**config.mk**
```make
export PLATFORM = sky130hd
export DESIGN_NAME = street_queue
export DESIGN_NICKNAME = d
export VERILOG_FILES = /design/src/rtl/traffic_pkg.sv /design/src/rtl/street_queue.sv
export SDC_FILE = /design/constraint.sdc
export NUM_CORES = 1
export LEC_CHECK = 0
export BUFFER_PORTS_ARGS = -buffer_cell sky130_fd_sc_hd__buf_4
export CAP_MARGIN = 20
export CORE_AREA = 2 2 39 41
export DETAILED_ROUTE_END_ITERATION = 16
export DIE_AREA = 0 0 41 43
export PLACE_DENSITY_LB_ADDON = 0.2
export SYNTH_ARGS = -nofsm -noshare
export SYNTH_HDL_FRONTEND = slang
export SYNTH_SLANG_ARGS = --single-unit
```
**constraint.sdc**
```tcl
create_clock -name clk -period 4.03 [get_ports clk]
set_input_delay 0.806 -clock clk [delete_from_list [all_inputs] [get_ports clk]]
set_output_delay 0.806 -clock clk [all_outputs]
set_load 0.005 [all_outputs]
```
**src/rtl/traffic_pkg.sv**
```systemverilog
// Shared types and lamp-decoding helpers for the intersection environment model.
package traffic_pkg;

  typedef enum logic [1:0] {
    PH_UNK = 2'd0,
    PH_G   = 2'd1,
    PH_Y   = 2'd2,
    PH_R   = 2'd3
  } light_phase_e;

  // Map a street's three lamps to its phase; anything not one-hot is PH_UNK.
  function automatic light_phase_e lamps_to_phase(input logic r, input logic y, input logic g);
    light_phase_e ph;
    case ({r, y, g})
      3'b100:  ph = PH_R;
      3'b010:  ph = PH_Y;
      3'b001:  ph = PH_G;
      default: ph = PH_UNK;
    endcase
    return ph;
  endfunction

  // Legal moves: hold, G->Y, Y->R, R->G; an unknown history accepts anything.
  function automatic logic is_legal_transition(input light_phase_e from_ph, input light_phase_e to_ph);
    logic ok;
    ok = (from_ph == PH_UNK) || (from_ph == to_ph) ||
         (from_ph == PH_G && to_ph == PH_Y) ||
         (from_ph == PH_Y && to_ph == PH_R) ||
         (from_ph == PH_R && to_ph == PH_G);
    return ok;
  endfunction

endpackage

```
**src/rtl/street_queue.sv**
```systemverilog
// Car queue for one street: arrivals add cars, a green-time timer releases them.
module street_queue
  import traffic_pkg::*;
#(
  parameter int Q_W           = 4,
  parameter int DEPART_CYCLES = 2
) (
  input  logic           clk,
  input  logic           rst,
  input  logic           green,
  input  logic           arr,
  output logic [Q_W-1:0] q,
  output logic           ovf
);

  localparam int             T_W    = (DEPART_CYCLES > 1) ? $clog2(DEPART_CYCLES) : 1;
  localparam logic [T_W-1:0] T_LAST = T_W'(DEPART_CYCLES - 1);
  localparam logic [Q_W-1:0] Q_MAX  = '1;

  logic [T_W-1:0] timer;
  logic           at_limit;
  logic           depart;

  // A car leaves only once the timer has accumulated enough green and someone is waiting.
  always_comb begin
    at_limit = (timer == T_LAST);
    depart   = green && at_limit && (q != '0);
  end

  // Timer, occupancy and overflow flag; arrival and departure in one cycle cancel.
  always_ff @(posedge clk) begin
    if (rst) begin
      timer <= '0;
      q     <= '0;
      ovf   <= 1'b0;
    end else begin
      if (!green) begin
        timer <= '0;
      end else if (at_limit) begin
        // Empty queue parks the timer at its limit so a new car leaves promptly.
        if (q != '0) timer <= '0;
      end else begin
        timer <= timer + 1'b1;
      end

      if (arr && !depart) begin
        if (q == Q_MAX) ovf <= 1'b1;
        else            q   <= q + 1'b1;
      end else if (depart && !arr) begin
        q <= q - 1'b1;
      end
    end
  end

endmodule

```
==> key figures, run 1 <==
Run status
  – Outcome: finished clean

Yosys
  – Synthesis warning total: 0
  – Sequential fraction of the synthesis area: 30.8%
  – Cell taking the most area after synthesis: dfxtp_1
  – Mapped Area: 390 µm²
  – Top FF cell, synth: dfxtp_1
  – Synthesized instance count: 42
  – Synth top area cells: dfxtp_1 (31%), ha_1 (6.4%), a211oi_4 (5.1%), fa_1 (5.1%), nand3_1 (3.8%)
  – Synth Net Count: 49
  – FF+latch count, synth: 6
  – Most frequently used cell type in the post-synthesis netlist: dfxtp_1
  – Count of cell types in the netlist: 26
  – Mean cell area of the mapped netlist: 9.29 µm²
  – Most instantiated cells after synthesis: dfxtp_1 (6), nand2_1 (3), nand3_1 (3), nor3_1 (3)
  – Number of synthesized flops with an enable pin: 0
  – Share of the synthesized area in the top cell type: 30.8%
  – Share of synthesized registers carrying an async set or reset: 0%

Placement
  – Gpl congestion: ~0.74
  – Post-DP HPWL: 625 µm
  – Number of buffer cells added on primary ports: 8
  – Instance count after placement with tap cells included: 65

Die
  – Initial Util: 28.2%
  – Area of the die: 1760 µm²
  – Number of placed I/O pins: 9
  – Row cnt: 14
  – Std-Cell Core Area: 1380 µm²
  – Y dimension of the die: 43 µm
  – Die W: 41 µm

Power and ir drop
  – Net switching power of the design: 0.0585 mW
  – Switch share: 31.1%
  – Cell internal power dissipation: 0.130 mW
  – Pwr Total: 0.188 mW
  – Power per standard cell area: between 300 and 400 nW/µm²
  – Peak VDD IR: 0.214 mV
  – Leakage power summed over all cells: 0.206 nW
  – Combinational cell fraction of total power: 29.1%
  – Share of total power in sequential cells: 40.8%
  – Relative contribution of the clock network to total power: between 30% and 40%

Clock tree
  – Number of clock sinks: 6
  – Post-CTS repair timing setup buffer count: 0
  – Level count of the clock H-tree: 1
  – Clk slew on worst S/H paths: 50 ps
  – TritonCTS Buffers: 3
  – # hold bufs at CTS: 0
  – Worst skew pair latency: 240 ps
  – Clock Root Buffer: clkbuf_4
  – Number of buffers on the longest clock path: 2
  – Clock tree from TritonCTS: done
  – Post_cts resized: 0

Timing
  – Transition time at the pin with the least slew margin: 347 ps
  – Setup TNS: 0 ps
  – Relative slew margins: about three quarters
  – Period utilisation layout: 52.6%
  – Final setup violation count: 0
  – Number of pins with negative max-slew slack in the final report: 0
  – Time the final worst path needs with I/O delays and setup: 2120 ps
  – Final Hold Fails: 0
  – Setup repair after global routing missed its margin: false
  – Final Skew: 2.53 ps
  – Fmax: 0.472 GHz

Route
  – Antenna viol nets, final: 0
  – Final routed wire length divided by cell count: 12.0 µm
  – DRC errors left: 0
  – Drt first pass iters: 4
  – Detailed-route wire length: 818 µm
  – Drt first-iter violations: 11
  – Vias: 353
  – Via density per instance: 5.19

Critical path
  – Highest cell delay on the worst timing path: 490 ps
  – Master of the slowest instance on the critical path: o41a_1
  – Chain of cells forming the critical path: o41a_1, nand2_1, nand2_1, ha_1, a21oi_1, a21boi_0, mux2i_1, o211ai_1
  – Crit end category: flip-flop
  – Critical path depth in cells: 8
  – Worst Path Arrival: 2240 ps
  – R2R Path End: q[3]
  – FF-to-FF setup slack: 1910 ps
  – Critical path data required time: 4150 ps
  – Launching point of the worst reg2reg path: q[0]
  – Kind of launch point of the worst setup path: flip-flop
  – Type of the setup path with the least slack: flip-flop to flip-flop
  – Category of cells accounting for the largest share of critical-path delay: compound AO/OA/AOI/OAI gates
  – Count of cells along the worst register-to-register path: 8
  – CP Max Fanout: 7
  – Number of buffers and inverters on the critical path: 0
  – Setup crit start: q[0]
  – Cell with the most instances on the worst path: nand2_1
  – End point of the critical path: q[3]

Global route
  – Overflow left after global routing: 0
  – Global-route wire length before repair: roughly 1500 µm
  – Pin count of the biggest net entering global routing: 9
  – Global-route usage over all layers: 12.9%
  – Number of antenna violations at the first check in global routing: 0
  – Vias in the first global route: 343

Run
  – Maximum capacitance violations: 0

Min path
  – Hold wc startpoint: ovf
  – Class of the most critical hold timing path: flip-flop to flip-flop

Finish
  – Area growth from synthesis to layout: 25.3%
  – Fraction of layout instances using a drive strength above 1: 28.8%
  – Post-layout net count: 61
  – Number of non-filler instances in the completed layout: 68
  – Number of inserted diodes: 0
==> placed cells by master, fill, tap and decap left out, drive strengths merged <==
cell type and count:
and4 1, nor2 2, clkbuf 3, a211oi 2, inv 2, o41a 1
o21a 1, or2b 2, nand2 3, a21oi 2, mux2i 1, nor3b 1
a31oi 1, nor4b 1, o211ai 1, xnor2 1, ha 2, nor3 3
buf 8, and3 1, and2 1, nand3 3, dfxtp 6, a21boi 1
fa 1, a31o 1
==> cell families after synthesis <==
group	count (synthesis)	synth area share [%]
AO/OA/AOI/OAI	10	23.4
XOR/XNOR	1	2.24
flip-flops	6	30.8
buffers and inverters	3	2.88
adder cells (fa/ha/maj)	3	11.5
multiplexers	1	2.56
AND/OR/NAND/NOR	18	26.6
==> stage by stage <==
step	instance area, µm²	hold WS [ps]	setup slack, ps	util (%)
6_report	489	480	1910	35.4
5_1_grt	489	536	1680	35.4
4_1_cts	489	491	1890	35.4
3_5_place_dp	467	466	1860	33.7
3_3_place_gp	467	472	1890	33.7
2_1_floorplan	390	461	2080	-
==> power groups by stage <==
| stage | Combinational, mW | Clock [mW] | Sequential (mW) |
|---|---|---|---|
| 6_report | 0.0548 | 0.0565 | 0.0768 |
| 5_1_grt | 0.0627 | 0.0649 | 0.0786 |
| 4_1_cts | 0.0556 | 0.0599 | 0.0768 |
| 3_5_place_dp | 0.0554 | 0 | 0.0779 |
| 3_3_place_gp | 0.0555 | 0 | 0.0783 |
| 2_1_floorplan | 0.0369 | 0 | 0.0757 |
==> layout make-up <==
class / count / area, µm²
tap: 16 / 20.0
fill: 158 / 895
inverter: 2 / 7.51
sequential: 6 / 120
multi-input combinational: 33 / 259
timing repair buffer: 8 / 60.1
clock buffer: 3 / 22.5
==> layer usage <==
layer  part of all wire (%)  GRT usage (%)  vias up
li1                       -              -      176
met1                     44           18.9      162
met2                     46           16.3       13
met3                    9.7           4.71        2
met4                   0.49           6.00        0
met5                      0              0        -
==> how the worst min path moves through the flow <==
stage	depth (start not counted)	end
6_report	2	ovf
5_1_grt	2	ovf
4_1_cts	2	ovf
3_5_place_dp	2	ovf
3_3_place_gp	2	ovf
2_1_floorplan	2	ovf
==> sequential cells by signal, summed over array words and instances (netlist names) <==
name and cells:
ovf 1, q 4, at_limit 1
==> worst min-delay path: stages, from the launching register on <==
cell and delay [ps]:
dfxtp_1 330, a31oi_1 40, nor2_1 70
Note: power is estimated with default switching activity, not from simulation.
==> run 2: changes to the inputs <==
ABC_AREA = 1   (was not set)
clock period = 2.05 ns   (was 4.03 ns; I/O delays follow)
==> run 2 against run 1 <==
Wire length down 4.8%. Synthesized cell count up 19%. Combinational power rose to 2.5 times the previous value. Via count up 7.1%.
==> key figures, run 2 <==
Yosys
  – Count of cell types in the netlist: 18 (-31%)
  – Cell taking the most area after synthesis: dfxtp_1
  – FF+latch count, synth: 6 (unchanged)
  – Top FF cell, synth: dfxtp_1
  – Mapped Area: 383 µm² (-1.9%)
  – Share of the synthesized area in the top cell type: 31.4% (+0.60 points)
  – Share of synthesized registers carrying an async set or reset: 0% (unchanged)
  – Synthesized instance count: 50 (+19%)
  – Sequential fraction of the synthesis area: 31.4% (+0.60 points)
  – Mean cell area of the mapped netlist: 7.66 µm² (-18%)
  – Most instantiated cells after synthesis: nand2_1 (7), nor2_1 (7), dfxtp_1 (6)
  – Synthesis warning total: 0 (unchanged)
  – Number of synthesized flops with an enable pin: 0 (unchanged)
  – Synth top area cells: dfxtp_1 (31%), nand2_1 (6.9%), nor2_1 (6.9%), ha_1 (6.5%), nand2_2 (6.5%)
  – Synth Net Count: 57 (+16%)

Critical path
  – Crit end category: flip-flop
  – Master of the slowest instance on the critical path: dfxtp_1
  – Number of buffers and inverters on the critical path: 1 (+1)
  – Launching point of the worst reg2reg path: q[3]
  – Type of the setup path with the least slack: flip-flop to flip-flop
  – Chain of cells forming the critical path: nor2_1, nand2_2, nand2_4, nand2_2, ha_1, nand3_1, inv_1, nor2_1, nand3_1, nand2_2, nor2_2, nor2_1, nor2_1
  – Count of cells along the worst register-to-register path: 13 (+5)
  – Cell with the most instances on the worst path: nor2_1
  – Category of cells accounting for the largest share of critical-path delay: simple AND/OR/NAND/NOR gates
  – Worst Path Arrival: 1950 ps (-290 ps)
  – R2R Path End: q[3]
  – Highest cell delay on the worst timing path: 340 ps (-150 ps)
  – CP Max Fanout: 5 (-2)
  – Setup crit start: q[3]
  – FF-to-FF setup slack: 240 ps (-1680 ps)
  – Kind of launch point of the worst setup path: flip-flop
  – Critical path data required time: 2190 ps (-1960 ps)

Route
  – Detailed-route wire length: 779 µm (-4.8%)
  – DRC errors left: 0 (unchanged)
  – Drt first pass iters: 4 (unchanged)
  – Via density per instance: 4.73 (-9.0%)
  – Vias: 378 (+7.1%)
  – Drt first-iter violations: 7 (-4)
  – Antenna viol nets, final: 0 (unchanged)
  – Final routed wire length divided by cell count: 9.74 µm (-19%)

Power and ir drop
  – Switch share: 32.1% (+0.99 points)
  – Net switching power of the design: 0.123 mW (+110%)
  – Power per standard cell area: 754 nW/µm² (+96%)
  – Leakage power summed over all cells: 0.266 nW (+29%)
  – Pwr Total: 0.383 mW (+100%)
  – Share of total power in sequential cells: 36.5% (-4.3 points)
  – Cell internal power dissipation: 0.260 mW (+100%)
  – Relative contribution of the clock network to total power: 27.4% (-2.6 points)
  – Peak VDD IR: 0.414 mV (+93%)
  – Combinational cell fraction of total power: 36.1% (+7.0 points)

Min path
  – Class of the most critical hold timing path: input pin to flip-flop
  – WHS Endpoint: q[2]
  – Cell depth of the worst hold path: 2 (unchanged)
  – Hold wc startpoint: rst

Placement
  – Placed Area: 485 µm² (+4.0%)
  – Post-DP HPWL: 642 µm (+2.9%)
  – Gpl congestion: 0.687 (-7.0%)
  – Number of buffer cells added on primary ports: 8 (unchanged)
  – Worst-case setup slack after placement: 182 ps (-1680 ps)

Timing
  – Fmax: 0.551 GHz (+17%)
  – Final worst setup slack: 236 ps (-1680 ps)
  – Final setup violation count: 0 (unchanged)
  – Setup repair after global routing missed its margin: false
  – Relative slew margins: 89.0% (+12 points)
  – Number of pins with negative max-slew slack in the final report: 0 (unchanged)
  – Final Hold Fails: 0 (unchanged)
  – Period utilisation layout: 88.5% (+36 points)
  – Transition time at the pin with the least slew margin: 165 ps (-182 ps)
  – Time the final worst path needs with I/O delays and setup: 1810 ps (-304 ps)
  – Final Skew: 4.07 ps (+1.55 ps)
  – Setup TNS: 0 ps (unchanged)

Die
  – Y dimension of the die: 43 µm (unchanged)
  – Row cnt: 14 (unchanged)
  – Area of the die: 1760 µm² (unchanged)
  – Initial Util: 27.7% (-0.54 points)
  – Number of placed I/O pins: 9 (unchanged)
  – Die W: 41 µm (unchanged)
  – Std-Cell Core Area: 1380 µm² (unchanged)

Global route
  – Global-route wire length before repair: 1440 µm (-5.8%)
  – Global-route usage over all layers: 12.4% (-0.54 points)
  – Overflow left after global routing: 0 (unchanged)
  – Vias in the first global route: 375 (+9.3%)
  – Pin count of the biggest net entering global routing: 7 (-2)
  – Number of antenna violations at the first check in global routing: 0 (unchanged)

Clock tree
  – Level count of the clock H-tree: 1 (unchanged)
  – Clock tree from TritonCTS: done
  – Clock Root Buffer: clkbuf_4
  – TritonCTS Buffers: 3 (unchanged)
  – Post-CTS repair timing setup buffer count: 0 (unchanged)
  – Number of buffers on the longest clock path: 2 (unchanged)
  – Clk slew on worst S/H paths: 40 ps (about the same)
  – # hold bufs at CTS: 0 (unchanged)
  – Post_cts resized: 0 (unchanged)
  – Number of clock sinks: 6 (unchanged)
  – Worst skew pair latency: 240 ps (about the same)

Finish
  – Post-layout net count: 73 (+20%)
  – Largest reg by FF count: q
  – Max reg flops: 4 (unchanged)
  – Fraction of layout instances using a drive strength above 1: 37.5% (+8.7 points)
  – Fin area: 508 µm² (+3.8%)
  – Area growth from synthesis to layout: 32.7%
  – Total of fill cells in the finished design: 165 (+4.4%)
  – Most common library cell in the layout ignoring fill and taps: buf_4
  – Number of inserted diodes: 0 (unchanged)
  – Leading cell types in the layout, fill and taps excluded: buf_4 (11), nor2_1 (7), nand2_1 (7)

Run status
  – Outcome: finished clean

Run
  – Maximum capacitance violations: 0 (unchanged)
run 2: changes by cell type after synthesis, moves of 3 or more:
cell	before	now
nor3_1	3	0
nand2_1	3	7
nor2_1	2	7
nand2_2	0	4
run 2: cells by family (layout without fill, tap and decap cells):
| kind of cell | after synthesis | count (layout) | share of synthesized area [%] |
|---|---|---|---|
| fa+ha+maj | 3 | 3 | 11.8 |
| flops | 6 | 6 | 31.4 |
| simple gates | 29 | 29 | 41.2 |
| buf+inv | 5 | 19 | 4.90 |
| xor+xnor | 1 | 1 | 2.29 |
| compound gates | 6 | 6 | 8.50 |
run 2: worst max-delay path by stage:
stage	end	slack [ps]	depth (start not counted)
floorplan	q[3]	360	13
global placement	q[3]	200	14
detailed placement	q[3]	180	14
CTS	q[3]	230	13
global route	q[3]	70	13
finish	q[3]	240	13
run 2: power by group through the flow:
stage / combinational (mW) / sequential, mW / clock (mW)
finish: 0.138 / 0.140 / 0.105
global route: 0.158 / 0.141 / 0.118
CTS: 0.141 / 0.140 / 0.111
detailed placement: 0.140 / 0.142 / 0
global placement: 0.139 / 0.142 / 0
floorplan: 0.0812 / 0.149 / 0
run 2: per-stage QoR:
step	utilization, %	hold slack [ps]	cells
finish	36.7	331	80
global route	36.7	328	80
CTS	36.7	325	80
detailed placement	35.1	425	77
global placement	35.1	423	77
floorplan	-	407	50
run 2: cell type report:
type / count / area (µm²) / area share, %
sequential: 6 / 120 / 23.6
multi-input combinational: 39 / 244 / 48.0
clock buffer: 3 / 22.5 / 4.43
inverter: 5 / 18.8 / 3.69
tap: 16 / 20.0 / 3.94
timing repair buffer: 11 / 82.6 / 16.3
run 2: metal layers:
layer / part of all wire, % / vias up / track usage [%] / wire length (µm)
met2: 45 / 11 / 17.8 / 348
met4: 0 / 0 / 2.00 / 0
li1: - / 196 / - / -
met1: 45 / 171 / 14.2 / 353
met3: 9.9 / 0 / 9.95 / 77
met5: 0 / - / 0 / 0
==> run 3: changes to the inputs <==
MAX_ROUTING_LAYER = met4   (was not set)
==> run 3 against run 2 <==
Non-clock buffer count is the same. Via count did not move. Register-to-register slack hardly changed. Maximum frequency did not move. First-iteration DRC count unchanged. Final area stayed put. Global-route usage up 0.31 points. Flip-flop and latch count unchanged. Clock power about the same. Critical endpoint unchanged. Highest routed layer unchanged.
==> key figures, run 3 (synthesized netlist as in run 2, its figures left out) <==
Global route
  – Global-route wire length before repair: 1440 µm (unchanged)
  – Met1 Resource Use GR: 14.5% (+0.32 points)
  – Busiest layer in global routing: met2
  – Met2 global-route usage: 17.8% (unchanged)
  – Pin count of the biggest net entering global routing: 7 (unchanged)
  – Overflow left after global routing: 0 (unchanged)
  – Met3 GRT Util: 9.42% (-0.52 points)
  – Vias in the first global route: 375 (unchanged)
  – Global-route usage over all layers: 12.7% (+0.31 points)
  – Number of antenna violations at the first check in global routing: 0 (unchanged)

Critical path
  – Type of the setup path with the least slack: flip-flop to flip-flop
  – Kind of launch point of the worst setup path: flip-flop
  – CP Max Fanout: 5 (unchanged)
  – Count of cells along the worst register-to-register path: 13 (unchanged)
  – Worst Path Arrival: 1950 ps (about the same)
  – Critical path data required time: 2190 ps (about the same)
  – Crit end category: flip-flop

Timing
  – Worst slack on hold paths: 331 ps (+0.0300 ps)
  – Relative slew margins: 89.0% (unchanged)
  – Final Hold Fails: 0 (unchanged)
  – Transition time at the pin with the least slew margin: 165 ps (unchanged)
  – Final worst setup slack: 236 ps (unchanged)
  – Period utilisation layout: 88.5% (unchanged)
  – Time the final worst path needs with I/O delays and setup: 1810 ps (unchanged)
  – Final Skew: 3.95 ps (-0.126 ps)
  – Fmax: 0.551 GHz (unchanged)
  – Final setup violation count: 0 (unchanged)
  – Number of pins with negative max-slew slack in the final report: 0 (unchanged)
  – Setup repair after global routing missed its margin: false
  – Setup TNS: 0 ps (unchanged)

Route
  – Antenna viol nets, final: 0 (unchanged)
  – Vias: 378 (unchanged)
  – Final routed wire length divided by cell count: 9.74 µm (unchanged)
  – Via density per instance: 4.73 (unchanged)
  – Drt first-iter violations: 7 (unchanged)
  – DRC errors left: 0 (unchanged)
  – Drt first pass iters: 4 (unchanged)
  – Detailed-route wire length: 779 µm (unchanged)

Clock tree
  – Post_cts resized: 0 (unchanged)
  – Number of buffers on the longest clock path: 2 (unchanged)
  – Clk slew on worst S/H paths: 40 ps (about the same)
  – Number of clock sinks: 6 (unchanged)
  – Clock tree from TritonCTS: done
  – Clock Root Buffer: clkbuf_4
  – Post-CTS repair timing setup buffer count: 0 (unchanged)
  – Worst skew pair latency: 240 ps (about the same)
  – Level count of the clock H-tree: 1 (unchanged)
  – TritonCTS Buffers: 3 (unchanged)
  – # hold bufs at CTS: 0 (unchanged)

Die
  – Y dimension of the die: 43 µm (unchanged)
  – Row cnt: 14 (unchanged)
  – Number of placed I/O pins: 9 (unchanged)
  – Initial Util: 27.7% (unchanged)
  – Area of the die: 1760 µm² (unchanged)
  – Die W: 41 µm (unchanged)
  – Std-Cell Core Area: 1380 µm² (unchanged)

Power and ir drop
  – Cell internal power dissipation: 0.260 mW (about the same)
  – Power per standard cell area: 754 nW/µm² (about the same)
  – Combinational cell fraction of total power: 36.1% (about the same)
  – Share of total power in sequential cells: 36.5% (about the same)
  – Pwr Total: 0.383 mW (about the same)
  – Switch share: 32.1% (about the same)
  – Net switching power of the design: 0.123 mW (about the same)
  – Relative contribution of the clock network to total power: 27.4% (about the same)
  – Leakage power summed over all cells: 0.266 nW (unchanged)
  – Peak VDD IR: 0.414 mV (about the same)

Finish
  – Total of fill cells in the finished design: 165 (unchanged)
  – Fraction of layout instances using a drive strength above 1: 37.5% (unchanged)
  – Number of inserted diodes: 0 (unchanged)
  – Area occupied by registers: 120 µm² (unchanged)
  – Leading cell types in the layout, fill and taps excluded: buf_4 (11), nor2_1 (7), nand2_1 (7)
  – Largest reg by FF count: q
  – Max reg flops: 4 (unchanged)
  – Post-layout net count: 73 (unchanged)
  – Most common library cell in the layout ignoring fill and taps: buf_4
  – Area growth from synthesis to layout: 32.7% (unchanged)
  – Multi-input gate area in the final layout: 244 µm² (unchanged)

Placement
  – Number of buffer cells added on primary ports: 8 (unchanged)
  – Gpl congestion: 0.694 (+1.0%)
  – Worst-case setup slack after placement: 182 ps (unchanged)
  – Post-DP HPWL: 642 µm (unchanged)

Min path
  – Class of the most critical hold timing path: input pin to flip-flop
  – Cell depth of the worst hold path: 2 (unchanged)

Run status
  – Outcome: finished clean

Run
  – Maximum capacitance violations: 0 (unchanged)
run 3: cell counts in the layout (fill, tap and decap cells not counted):
Identical to the previous run, type by type.
run 3: area by class of cell:
type,instances,share of cell area (%)
clock buffers,3,4.43
inverters,5,3.69
multi-input cells,39,48.0
flip-flops and latches,6,23.6
well taps,16,3.94
repair buffers,11,16.3
run 3: power by group through the flow:
stage | clock, mW | sequential, mW | combinational (mW)
6_report | 0.105 | 0.140 | 0.138
3_3_place_gp | 0 | 0.142 | 0.139
4_1_cts | 0.111 | 0.140 | 0.141
3_5_place_dp | 0 | 0.142 | 0.140
2_1_floorplan | 0 | 0.149 | 0.0812
5_1_grt | 0.118 | 0.141 | 0.158
run 3: path summary, 6_finish.rpt:
path	from	end	slack [ps]
worst max-delay path	q[3]	q[3]	240
worst min-delay path	rst	q[2]	330
worst max register to register	q[3]	q[3]	240
worst min register to register	at_limit	at_limit	430
run 3: worst max-delay path, cell delays in order (launching register included):
cell	delay, ps
dfxtp_1	340
nor2_1	140
nand2_2	100
nand2_4	80
nand2_2	90
ha_1	330
nand3_1	120
inv_1	40
nor2_1	100
nand3_1	110
nand2_2	90
nor2_2	40
nor2_1	70
nor2_1	50
run 3: stage by stage:
stage,cell area [µm²],utilization [%],cells
2_1_floorplan,383,-,50
3_3_place_gp,485,35.1,77
3_5_place_dp,485,35.1,77
4_1_cts,508,36.7,80
5_1_grt,508,36.7,80
6_report,508,36.7,80
run 3: per-layer routing:
layer  vias to the layer above  share of wire [%]  routed length [µm]
li1                        196                  -                   -
met1                       171                 46                 360
met2                        11                 45                 348
met3                         0                9.0                  70
met4                         0                  0                   0
met5                         -                  0                   0
